$ cat src/rtl/unary_adder_nway.sv
// rtl/unary_adder_nway.sv - N-input scaled unary adder with early output decisions from sum bounds
// Backpressured output handshake, frame restart via start, registered completion flag.
module unary_adder_nway #(
   parameter int INPUT_WIDTH = 32,
   parameter int NUM_INPUTS  = 4,
   parameter int COUNT_WIDTH = $clog2(INPUT_WIDTH + 1),
   parameter int CMP_WIDTH   = $clog2(2 * NUM_INPUTS * INPUT_WIDTH + 1)
) (
   input  logic                  clk,
   input  logic                  reset,
   input  logic                  start,
   input  logic [NUM_INPUTS-1:0] a,
   input  logic [NUM_INPUTS-1:0] ready,
   input  logic                  y_ready,
   output logic                  y,
   output logic                  valid,
   output logic                  done
);

   localparam logic [COUNT_WIDTH-1:0] W_C = COUNT_WIDTH'(INPUT_WIDTH);
   localparam logic [CMP_WIDTH-1:0]   W_X = CMP_WIDTH'(INPUT_WIDTH);
   localparam logic [CMP_WIDTH-1:0]   N_X = CMP_WIDTH'(NUM_INPUTS);

   logic [COUNT_WIDTH-1:0] ones  [NUM_INPUTS];
   logic [COUNT_WIDTH-1:0] count [NUM_INPUTS];
   logic [COUNT_WIDTH-1:0] y_ones;
   logic [COUNT_WIDTH-1:0] y_count;

   logic [CMP_WIDTH-1:0] lower;
   logic [CMP_WIDTH-1:0] upper;
   logic [CMP_WIDTH-1:0] mid2;
   logic                 slot;
   logic                 take_one;
   logic                 take_zero;
   logic                 xfer;

   // Lower bound assumes every missing input bit is 0, upper bound assumes 1.
   always_comb begin
      lower = '0;
      upper = '0;
      for (int i = 0; i < NUM_INPUTS; i++) begin
         lower = lower + CMP_WIDTH'(ones[i]);
         upper = upper + CMP_WIDTH'(ones[i]) + W_X - CMP_WIDTH'(count[i]);
      end
      mid2      = N_X * ((CMP_WIDTH'(y_ones) << 1) + W_X - CMP_WIDTH'(y_count));
      xfer      = valid && y_ready;
      slot      = (y_count < W_C) && (!valid || y_ready);
      take_one  = slot && (mid2 <= (lower << 1));
      take_zero = slot && !take_one && (mid2 >= (upper << 1));
   end

   always_ff @(posedge clk) begin
      if (!reset || start) begin
         for (int i = 0; i < NUM_INPUTS; i++) begin
            ones[i]  <= '0;
            count[i] <= '0;
         end
         y_ones  <= '0;
         y_count <= '0;
         y       <= 1'b0;
         valid   <= 1'b0;
         done    <= 1'b0;
      end else begin
         for (int i = 0; i < NUM_INPUTS; i++) begin
            if (!done && ready[i] && (count[i] < W_C)) begin
               count[i] <= count[i] + COUNT_WIDTH'(1);
               ones[i]  <= ones[i] + COUNT_WIDTH'(a[i]);
            end
         end
         if (take_one || take_zero) begin
            y       <= take_one;
            valid   <= 1'b1;
            y_count <= y_count + COUNT_WIDTH'(1);
            if (take_one)
               y_ones <= y_ones + COUNT_WIDTH'(1);
         end else if (xfer) begin
            valid <= 1'b0;
         end
         done <= (y_count == W_C) && !valid;
      end
   end

endmodule

$ cat config.mk
export PLATFORM = sky130hd
export DESIGN_NAME = unary_adder_nway
export DESIGN_NICKNAME = d
export VERILOG_FILES = /design/src/rtl/unary_adder_nway.sv
export SDC_FILE = /design/constraint.sdc
export NUM_CORES = 1
export LEC_CHECK = 0
export CORE_ASPECT_RATIO = 1.1
export CORE_MARGIN = 4
export CORE_UTILIZATION = 60
export CTS_CLUSTER_DIAMETER = 80
export CTS_CLUSTER_SIZE = 14
export DETAILED_ROUTE_END_ITERATION = 12
export GPL_TIMING_DRIVEN = 0
export PLACE_DENSITY = 0.74
export SLEW_MARGIN = 20
export SYNTH_ARGS = -nofsm -noshare
export SYNTH_HDL_FRONTEND = slang
export SYNTH_SLANG_ARGS = --single-unit
$ cat constraint.sdc
create_clock -name clk -period 12.19 [get_ports clk]
set_clock_uncertainty 0.2 [all_clocks]
set_input_delay 2.438 -clock clk [delete_from_list [all_inputs] [get_ports clk]]
set_output_delay 2.438 -clock clk [all_outputs]
set_load 0.01 [all_outputs]
==> results.tsv, run 1 <==
stage	metric	value	unit
synth	netlist.area_leader.share	0.2801	
detailed_routing	final_antenna_net_count	0	
sta	final_count_of_negative_setup_slack_endpoints	0	
sta	worstMarginPinSlew	0.5663	ns
setup_path	crit_path_max_incr_delay	0.60	ns
synth	synth_cell_type_count	35	
detailed_routing	drt-total-wl	9899	µm
power	post-layout-total-power	0.9682	mW
sta	setup_tns	0	ns
clock_tree	cts_max_level	3	
detailed_routing	viasPerCell	5.276	
power	p_seq_frac	0.271	
global_routing	grt_remaining_overflow	0	
floorplanning	floorplan.io_pins	15	
sta	clock_period_minus_final_worst_setup_slack	5.849	ns
power	comb_power_share	0.525	
setup_path	r2r-start	ones[2][2]$_SDFFCE_PN0P_	
sta	timing.final.ws_setup	6.341	ns
cells_and_area	mostFrequentLayoutCell	sky130_fd_sc_hd__inv_1	
synth	number_of_enable_type_register_cells_in_the_synthesized_netlist	48	
clock_tree	tritoncts	done	
setup_path	critPathKind	flop to flop	
detailed_routing	drt_pass1_iterations	4	
cells_and_area	fillCellCount	668	
place	place.port_buffers	14	
synth	synth_largest_area_cell	sky130_fd_sc_hd__edfxtp_1	
clock_tree	sinks_on_clock_net	63	
global_routing	grt_pass1_wl	17010	µm
power	pwr-share-clk	0.204	
cells_and_area	ant_diodes	0	
sta	setup_repair_after_global_routing_missed_its_margin	no	
clock_tree	clock_slew_seen_by_the_registers_of_the_worst_setup_and_hold_paths	0.08	ns
sta	final_hold_viol_count	0	
detailed_routing	dr.first_iter.drc_count	146	
setup_path	start_kind	flop	
clock_tree	cts_buffer_depth	2	
min_path	hp-start	y$_SDFFE_PP0P_	
power	switching_share	0.3996	
place	gp_congestion	0.9380	
sta	slew_headroom	0.6225	
synth	ys_ff_latch	63	
power	worst_ir_drop_vdd	0.08713	mV
sta	final_slew_violations	0	
setup_path	startpoint	ones[2][2]$_SDFFCE_PN0P_	
setup_path	signal_arrival_time_at_the_worst_endpoint	5.87	ns
place	hpwlAfterDp	8097	µm
job	drv_cap	0	
synth	nets_in_the_synthesized_netlist	621	
global_routing	grtUsageTotal	0.2208	
floorplanning	core_area	8364	µm²
floorplanning	initial_util	0.6153	
power	p_int	0.5813	mW
power	reported_net_switching_power	0.3869	mW
detailed_routing	detailroute.via_count	3408	
global_routing	number_of_antenna_violations_at_the_first_check_in_global_routing	0	
detailed_routing	drc	0	
setup_path	slowest_stage	sky130_fd_sc_hd__fa_1	
setup_path	crit_path_end_kind	flop	
synth	ys_warn_count	0	
clock_tree	cts_repair_resize_count	0	
cells_and_area	final_nets	646	
setup_path	critical_path.cell_chain	inv_1, fa_1, inv_1, fa_1, fa_1, inv_1, fa_1, inv_1, ha_1, a21o_1, a21oi_1, o21bai_1, a21oi_1, xor2_1, ha_1, a21o_1, a21o_1, o31ai_1, buf_2, xnor2_1, nor2_1	
cells_and_area	layout.cells.most_common_list	sky130_fd_sc_hd__inv_1, sky130_fd_sc_hd__nor2_1, sky130_fd_sc_hd__ha_1	
setup_path	critical_path_required	12.21	ns
synth	seq_area_frac_synth	0.3384	
floorplanning	die_h	105.1	µm
clock_tree	cts_hold_repair.buffers	0	
place	dp_slack	6.368	ns
run_status	run_status	finished clean	
cells_and_area	share_of_cells_above_drive_strength_1	0.03364	
synth	dominantRegCellSynth	sky130_fd_sc_hd__edfxtp_1	
clock_tree	cts_inserted_buffers	9	
synth	post_synth_main_area_contributors	sky130_fd_sc_hd__edfxtp_1, sky130_fd_sc_hd__fa_1, sky130_fd_sc_hd__ha_1, sky130_fd_sc_hd__inv_1, sky130_fd_sc_hd__dfxtp_1	
synth	synth.cell_area	5146	µm²
power	p_per_area	171.8	nW/µm²
clock_tree	post_cts.repair.setup_buffers	0	
cells_and_area	multi_input_area	2975	µm²
floorplanning	die_area	10120	µm²
power	leakage	2.453	nW
setup_path	worstPathMaxFanout	10	
clock_tree	cts.root.buffer_cell	sky130_fd_sc_hd__clkbuf_8	
synth	synthCells	505	
sta	achievable-frequency	171.0	MHz
min_path	min-delay-path-class	flop to flop	
floorplanning	floorplan.die.width	96.30	µm
clock_tree	clock_latency	0.34	ns
sta	period_share	0.4798	
cells_and_area	area_growth	9.531	%
global_routing	grt_start_max_net_pins	13	
floorplanning	floorplan.rows	35	
global_routing	first_global_vias	3615	
synth	synth-async-reset-ratio	0	
detailed_routing	routed_wire_length_per_instance	15.32	µm
synth	postSynthAreaPerCell	10.19	µm²
cells_and_area	register_cell_area_after_layout	1742	µm²
## area by class of cell
class	count	share of cell area
Buffer	7	0.004883
Clock buffer	9	0.02198
Clock inverter	7	0.01554
Inverter	107	0.07125
Multi-Input combinational cell	328	0.5279
Sequential cell	63	0.3090
Tap cell	111	0.02464
Timing Repair Buffer	14	0.02486
## worst max-delay path, delay by kind of cell (launching register included)
kind / cells / cell delay (ns)
AO/OA/AOI/OAI: 7 / 1.34
XOR/XNOR: 2 / 0.35
adder cells (fa/ha/maj): 6 / 2.73
buffers and inverters: 5 / 0.54
flip-flops: 1 / 0.52
AND/OR/NAND/NOR: 1 / 0.05
## per-stage QoR
step / hold WS, ns / instances / cell area (µm²) / util
after floorplan: 0.2578 / 505 / 5146 / -
after detailed placement: 0.2584 / 630 / 5425 / 0.6486
after CTS: 0.2740 / 646 / 5637 / 0.6739
final: 0.2671 / 646 / 5637 / 0.6739
after global routing: 0.2988 / 646 / 5637 / 0.6739
after global placement: 0.2445 / 630 / 5425 / 0.6486
## logic make-up (layout without fill, tap and decap cells)
logic type | after synthesis | after routing | share of synthesized area
adders and majority gates | 104 | 104 | 0.3258
buffers and inverters | 114 | 144 | 0.08339
muxes | 1 | 1 | 0.001945
AOI/OAI and AO/OA | 48 | 48 | 0.05592
and+or+nand+nor | 128 | 128 | 0.1145
DFF | 63 | 63 | 0.3384
xor gates and xnor gates | 47 | 47 | 0.07999
## routing by layer
metal	share of wire	vias to the layer above	routed length, µm	global-route usage
met3	0.046	19	454	0.03960
met2	0.51	69	5048	0.3606
met4	0.032	0	314	0.08317
met5	0	-	0	0
li1	-	1674	-	-
met1	0.41	1646	4083	0.2901
## final timing paths
path,end,slack [ns],cells after the start
max,y_count[0]$_SDFFE_PP0P_,6.34,21
min,y$_SDFFE_PP0P_,0.27,2
max reg2reg,y_count[0]$_SDFFE_PP0P_,6.34,21
min reg2reg,y$_SDFFE_PP0P_,0.27,2
## cells in the mapped netlist, types with 2 or more instances
cell type,count
sky130_fd_sc_hd__or4_1,2
sky130_fd_sc_hd__nand2_1,17
sky130_fd_sc_hd__clkbuf_1,6
sky130_fd_sc_hd__o21ai_0,9
sky130_fd_sc_hd__nor3_1,2
sky130_fd_sc_hd__ha_1,54
sky130_fd_sc_hd__dfxtp_1,15
sky130_fd_sc_hd__nor4_1,3
sky130_fd_sc_hd__xor2_1,17
sky130_fd_sc_hd__nand3_1,27
sky130_fd_sc_hd__o31ai_1,2
sky130_fd_sc_hd__nand4_1,4
sky130_fd_sc_hd__a21o_1,7
sky130_fd_sc_hd__nor2b_1,4
sky130_fd_sc_hd__edfxtp_1,48
sky130_fd_sc_hd__nor2_1,57
sky130_fd_sc_hd__xnor2_1,30
sky130_fd_sc_hd__inv_1,107
sky130_fd_sc_hd__fa_1,50
sky130_fd_sc_hd__nand2b_1,3
sky130_fd_sc_hd__or3_1,4
sky130_fd_sc_hd__a21oi_1,21
sky130_fd_sc_hd__o21bai_1,4
## state kept, by name (all words and copies together) (netlist names)
signal and cells:
y_count 6, valid 1, ones 24, done 1, y_ones 6, y 1, count 24
## power by group through the flow
stage / Sequential [mW] / Clock, mW / Combinational, mW
detailed placement: 0.267 / 0 / 0.510
CTS: 0.263 / 0.201 / 0.516
global placement: 0.267 / 0 / 0.485
floorplan: 0.262 / 0 / 0.393
finish: 0.263 / 0.197 / 0.508
global route: 0.265 / 0.211 / 0.593
No activity file was read; power rests on OpenSTA's default activity.
==> run 2, diff against run 1 <==
Settings changed: CORE_UTILIZATION 60 to 57.
Clock period 12.19 ns to 5.1 ns, I/O delays scaled along.
==> run 2 against run 1 <==
Compared with the run above: the run now ends with negative setup slack left; die area grew 4.8%; worst setup slack worse by 6.6 ns; critical path type unchanged; cell area up 4.8%; non-clock buffer count grew 25; highest routed layer unchanged; count of clock-buffer cells in the layout is the same; register-to-register slack worse by 6.6 ns; global-route usage is 0.72 points lower; first-iteration DRC count rose by 14%; clock power up 140%; core utilization decreased by 0.47 points.
==> results.tsv, run 2 (synthesis gave the netlist of run 1 again) <==
stage	metric	value	unit	change
floorplanning	core_area	8828	µm²	was 8364 µm²
clock_tree	clock_latency	0.35	ns	was 0.34 ns
sta	achievable-frequency	186.2	MHz	was 171.0 MHz
cells_and_area	layout.cells.non_filler	674		was 646
cells_and_area	top_regs	count x24, ones x24		unchanged
global_routing	first_global_vias	3793		was 3615
cells_and_area	final_nets	671		was 646
detailed_routing	drc	0		unchanged
floorplanning	floorplan.rows	36		was 35
sta	setup_tns	-1.159	ns	was 0 ns
detailed_routing	drt_pass1_iterations	4		unchanged
setup_path	signal_arrival_time_at_the_worst_endpoint	5.44	ns	was 5.87 ns
global_routing	groute.layer.met3.usage	0.04731		was 0.03960
place	post-place-cells	633		was 630
sta	slew_headroom	0.6176		was 0.6225
global_routing	globalRouteMet2Util	0.3816		was 0.3606
detailed_routing	drt-total-wl	10220	µm	was 9899 µm
clock_tree	cts.root.buffer_cell	sky130_fd_sc_hd__clkbuf_8		unchanged
clock_tree	cts_max_level	3		unchanged
global_routing	number_of_antenna_violations_at_the_first_check_in_global_routing	0		unchanged
clock_tree	clock_slew_seen_by_the_registers_of_the_worst_setup_and_hold_paths	0.08	ns	about the same
setup_path	critical_path_required	5.17	ns	was 12.21 ns
sta	final_slew_violations	0		unchanged
place	place_area	5439	µm²	was 5425 µm²
cells_and_area	layout.cell_area.non_filler	5908	µm²	was 5637 µm²
global_routing	grt_remaining_overflow	0		unchanged
setup_path	start_kind	flop		unchanged
sta	period_share	1.053		was 0.4798
setup_path	slowest_stage	sky130_fd_sc_hd__fa_1		unchanged
run_status	run_status	finished with violations		was finished clean
job	drv_cap	0		unchanged
floorplanning	floorplan.io_pins	15		unchanged
sta	clock_period_minus_final_worst_setup_slack	5.371	ns	was 5.849 ns
floorplanning	die_h	107.7	µm	was 105.1 µm
power	worst_ir_drop_vdd	0.2554	mV	was 0.08713 mV
place	gp_congestion	0.8639		was 0.9380
clock_tree	tritoncts	done		unchanged
cells_and_area	area_growth	14.81	%	was 9.531%
run_status	failing_checks	negative setup slack		
clock_tree	cts_buffer_depth	2		unchanged
setup_path	cp.buffers_inverters	5		unchanged
cells_and_area	mostFrequentLayoutCell	sky130_fd_sc_hd__inv_1		unchanged
clock_tree	cts_hold_repair.buffers	0		unchanged
sta	final_hold_viol_count	0		unchanged
global_routing	busiest_layer_in_global_routing	met2		unchanged
sta	timing.final.ws_setup	-0.2709	ns	was 6.341 ns
global_routing	grt_start_max_net_pins	13		unchanged
clock_tree	sinks_on_clock_net	63		unchanged
min_path	holdPathStages	2		unchanged
global_routing	grtUsageTotal	0.2136		was 0.2208
sta	final_count_of_negative_setup_slack_endpoints	7		was 0
min_path	min-delay-path-class	flop to flop		unchanged
global_routing	groute.layer.met1.usage	0.2520		was 0.2901
sta	worstMarginPinSlew	0.5736	ns	was 0.5663 ns
setup_path	worstRegToRegCells	23		was 21
detailed_routing	detailroute.via_count	3459		was 3408
cells_and_area	share_of_cells_above_drive_strength_1	0.1196		was 0.03364
clock_tree	cts_inserted_buffers	9		unchanged
cells_and_area	layout.cells.most_common_list	sky130_fd_sc_hd__inv_1, sky130_fd_sc_hd__nor2_1, sky130_fd_sc_hd__ha_1		unchanged
setup_path	critPathTopFamily	adder cells		unchanged
place	hpwlAfterDp	7922	µm	was 8097 µm
power	leakage	2.601	nW	was 2.453 nW
floorplanning	floorplan.die.width	98.60	µm	was 96.30 µm
setup_path	cp_num_cells	23		was 21
floorplanning	die_area	10610	µm²	was 10120 µm²
setup_path	critical_path.most_common_cell	sky130_fd_sc_hd__fa_1		
setup_path	critPathKind	flop to flop		unchanged
detailed_routing	viasPerCell	5.132		was 5.276
setup_path	crit_path_end_kind	flop		unchanged
power	p_per_area	444.7	nW/µm²	was 171.8 nW/µm²
setup_path	crit_path_max_incr_delay	0.60	ns	about the same
detailed_routing	routed_wire_length_per_instance	15.16	µm	was 15.32 µm
setup_path	worstPathMaxFanout	5		was 10
detailed_routing	dr.first_iter.drc_count	167		was 146
detailed_routing	final_antenna_net_count	0		unchanged
setup_path	critical_path.cell_chain	inv_2, fa_1, fa_1, fa_1, inv_1, fa_1, inv_2, ha_4, inv_2, fa_2, nor2b_2, o21a_1, o21ai_1, nand2b_1, a21oi_2, xnor2_1, ha_1, o2111ai_2, a21oi_2, o31ai_4, buf_6, or3_1, a21oi_1		was inv_1, fa_1, inv_1, fa_1, fa_1, inv_1, fa_1, inv_1, ha_1, a21o_1, a21oi_1, o21bai_1, a21oi_1, xor2_1, ha_1, a21o_1, a21o_1, o31ai_1, buf_2, xnor2_1, nor2_1
global_routing	grt_pass1_wl	17640	µm	was 17010 µm
cells_and_area	fillCellCount	714		was 668
sta	setup_repair_after_global_routing_missed_its_margin	yes		was no
cells_and_area	ant_diodes	0		unchanged
place	place.port_buffers	14		unchanged
floorplanning	initial_util	0.5829		was 0.6153
run 2: cell types whose count changed in the layout (fill, tap and decap cells not counted), sizes merged:
cell and change:
clkinv +2, buf +25, clkinvlp -2
run 2: what timing repair did:
action                                  CTS  global route
pin swaps                                18             7
endpoints found under the setup margin    8            10
cloned                                    1             0
buffers inserted                         21             3
resized for setup                        21             6
run 2: cell type report:
class,instances,area [µm²],share of cell area
sequential,63,1742,0.2948
clock inverter,7,87.58,0.01482
multi-input combinational,328,3052,0.5165
inverter,107,401.6,0.06798
timing repair buffer,39,325.3,0.05506
clock buffer,9,123.9,0.02097
tap,114,142.6,0.02414
buffer,7,33.78,0.005718
run 2: through the flow:
stage | hold WS [ns] | utilization | setup WS [ns] | total power, mW
finish | 0.2817 | 0.6692 | -0.2709 | 2.627
global route | 0.2936 | 0.6692 | -0.5075 | 2.876
CTS | 0.2827 | 0.6650 | -0.3030 | 2.607
detailed placement | 0.2713 | 0.6161 | -0.5469 | 1.865
global placement | 0.2415 | 0.6161 | -0.4322 | 1.820
floorplan | 0.2578 | - | 0.01262 | 1.585
run 2: worst min-delay path, cell delays in order, from the launching register on:
cell,delay (ns)
sky130_fd_sc_hd__dfxtp_1,0.32
sky130_fd_sc_hd__nand2_1,0.06
sky130_fd_sc_hd__a21oi_1,0.06
run 2: worst paths after layout:
kind / startpoint / endpoint / slack, ns
worst max register to register: count[0][13]$_SDFFCE_PN0P_ / y_count[4]$_SDFFE_PP0P_ / -0.27
worst min-delay path: y$_SDFFE_PP0P_ / y$_SDFFE_PP0P_ / 0.28
worst min register to register: y$_SDFFE_PP0P_ / y$_SDFFE_PP0P_ / 0.28
worst max-delay path: count[0][13]$_SDFFCE_PN0P_ / y_count[4]$_SDFFE_PP0P_ / -0.27
run 2: metal layers:
layer	part of all wire	vias up	wire length, µm
met5	0	-	0
li1	-	1727	-
met1	0.43	1669	4353
met4	0.021	0	216
met2	0.52	43	5286
met3	0.035	20	360
run 2: report_power, final:
part,total (mW),internal [mW],switching (mW)
Combinational,1.53,0.740,0.788
Clock,0.477,0.272,0.206
Sequential,0.622,0.584,0.0378
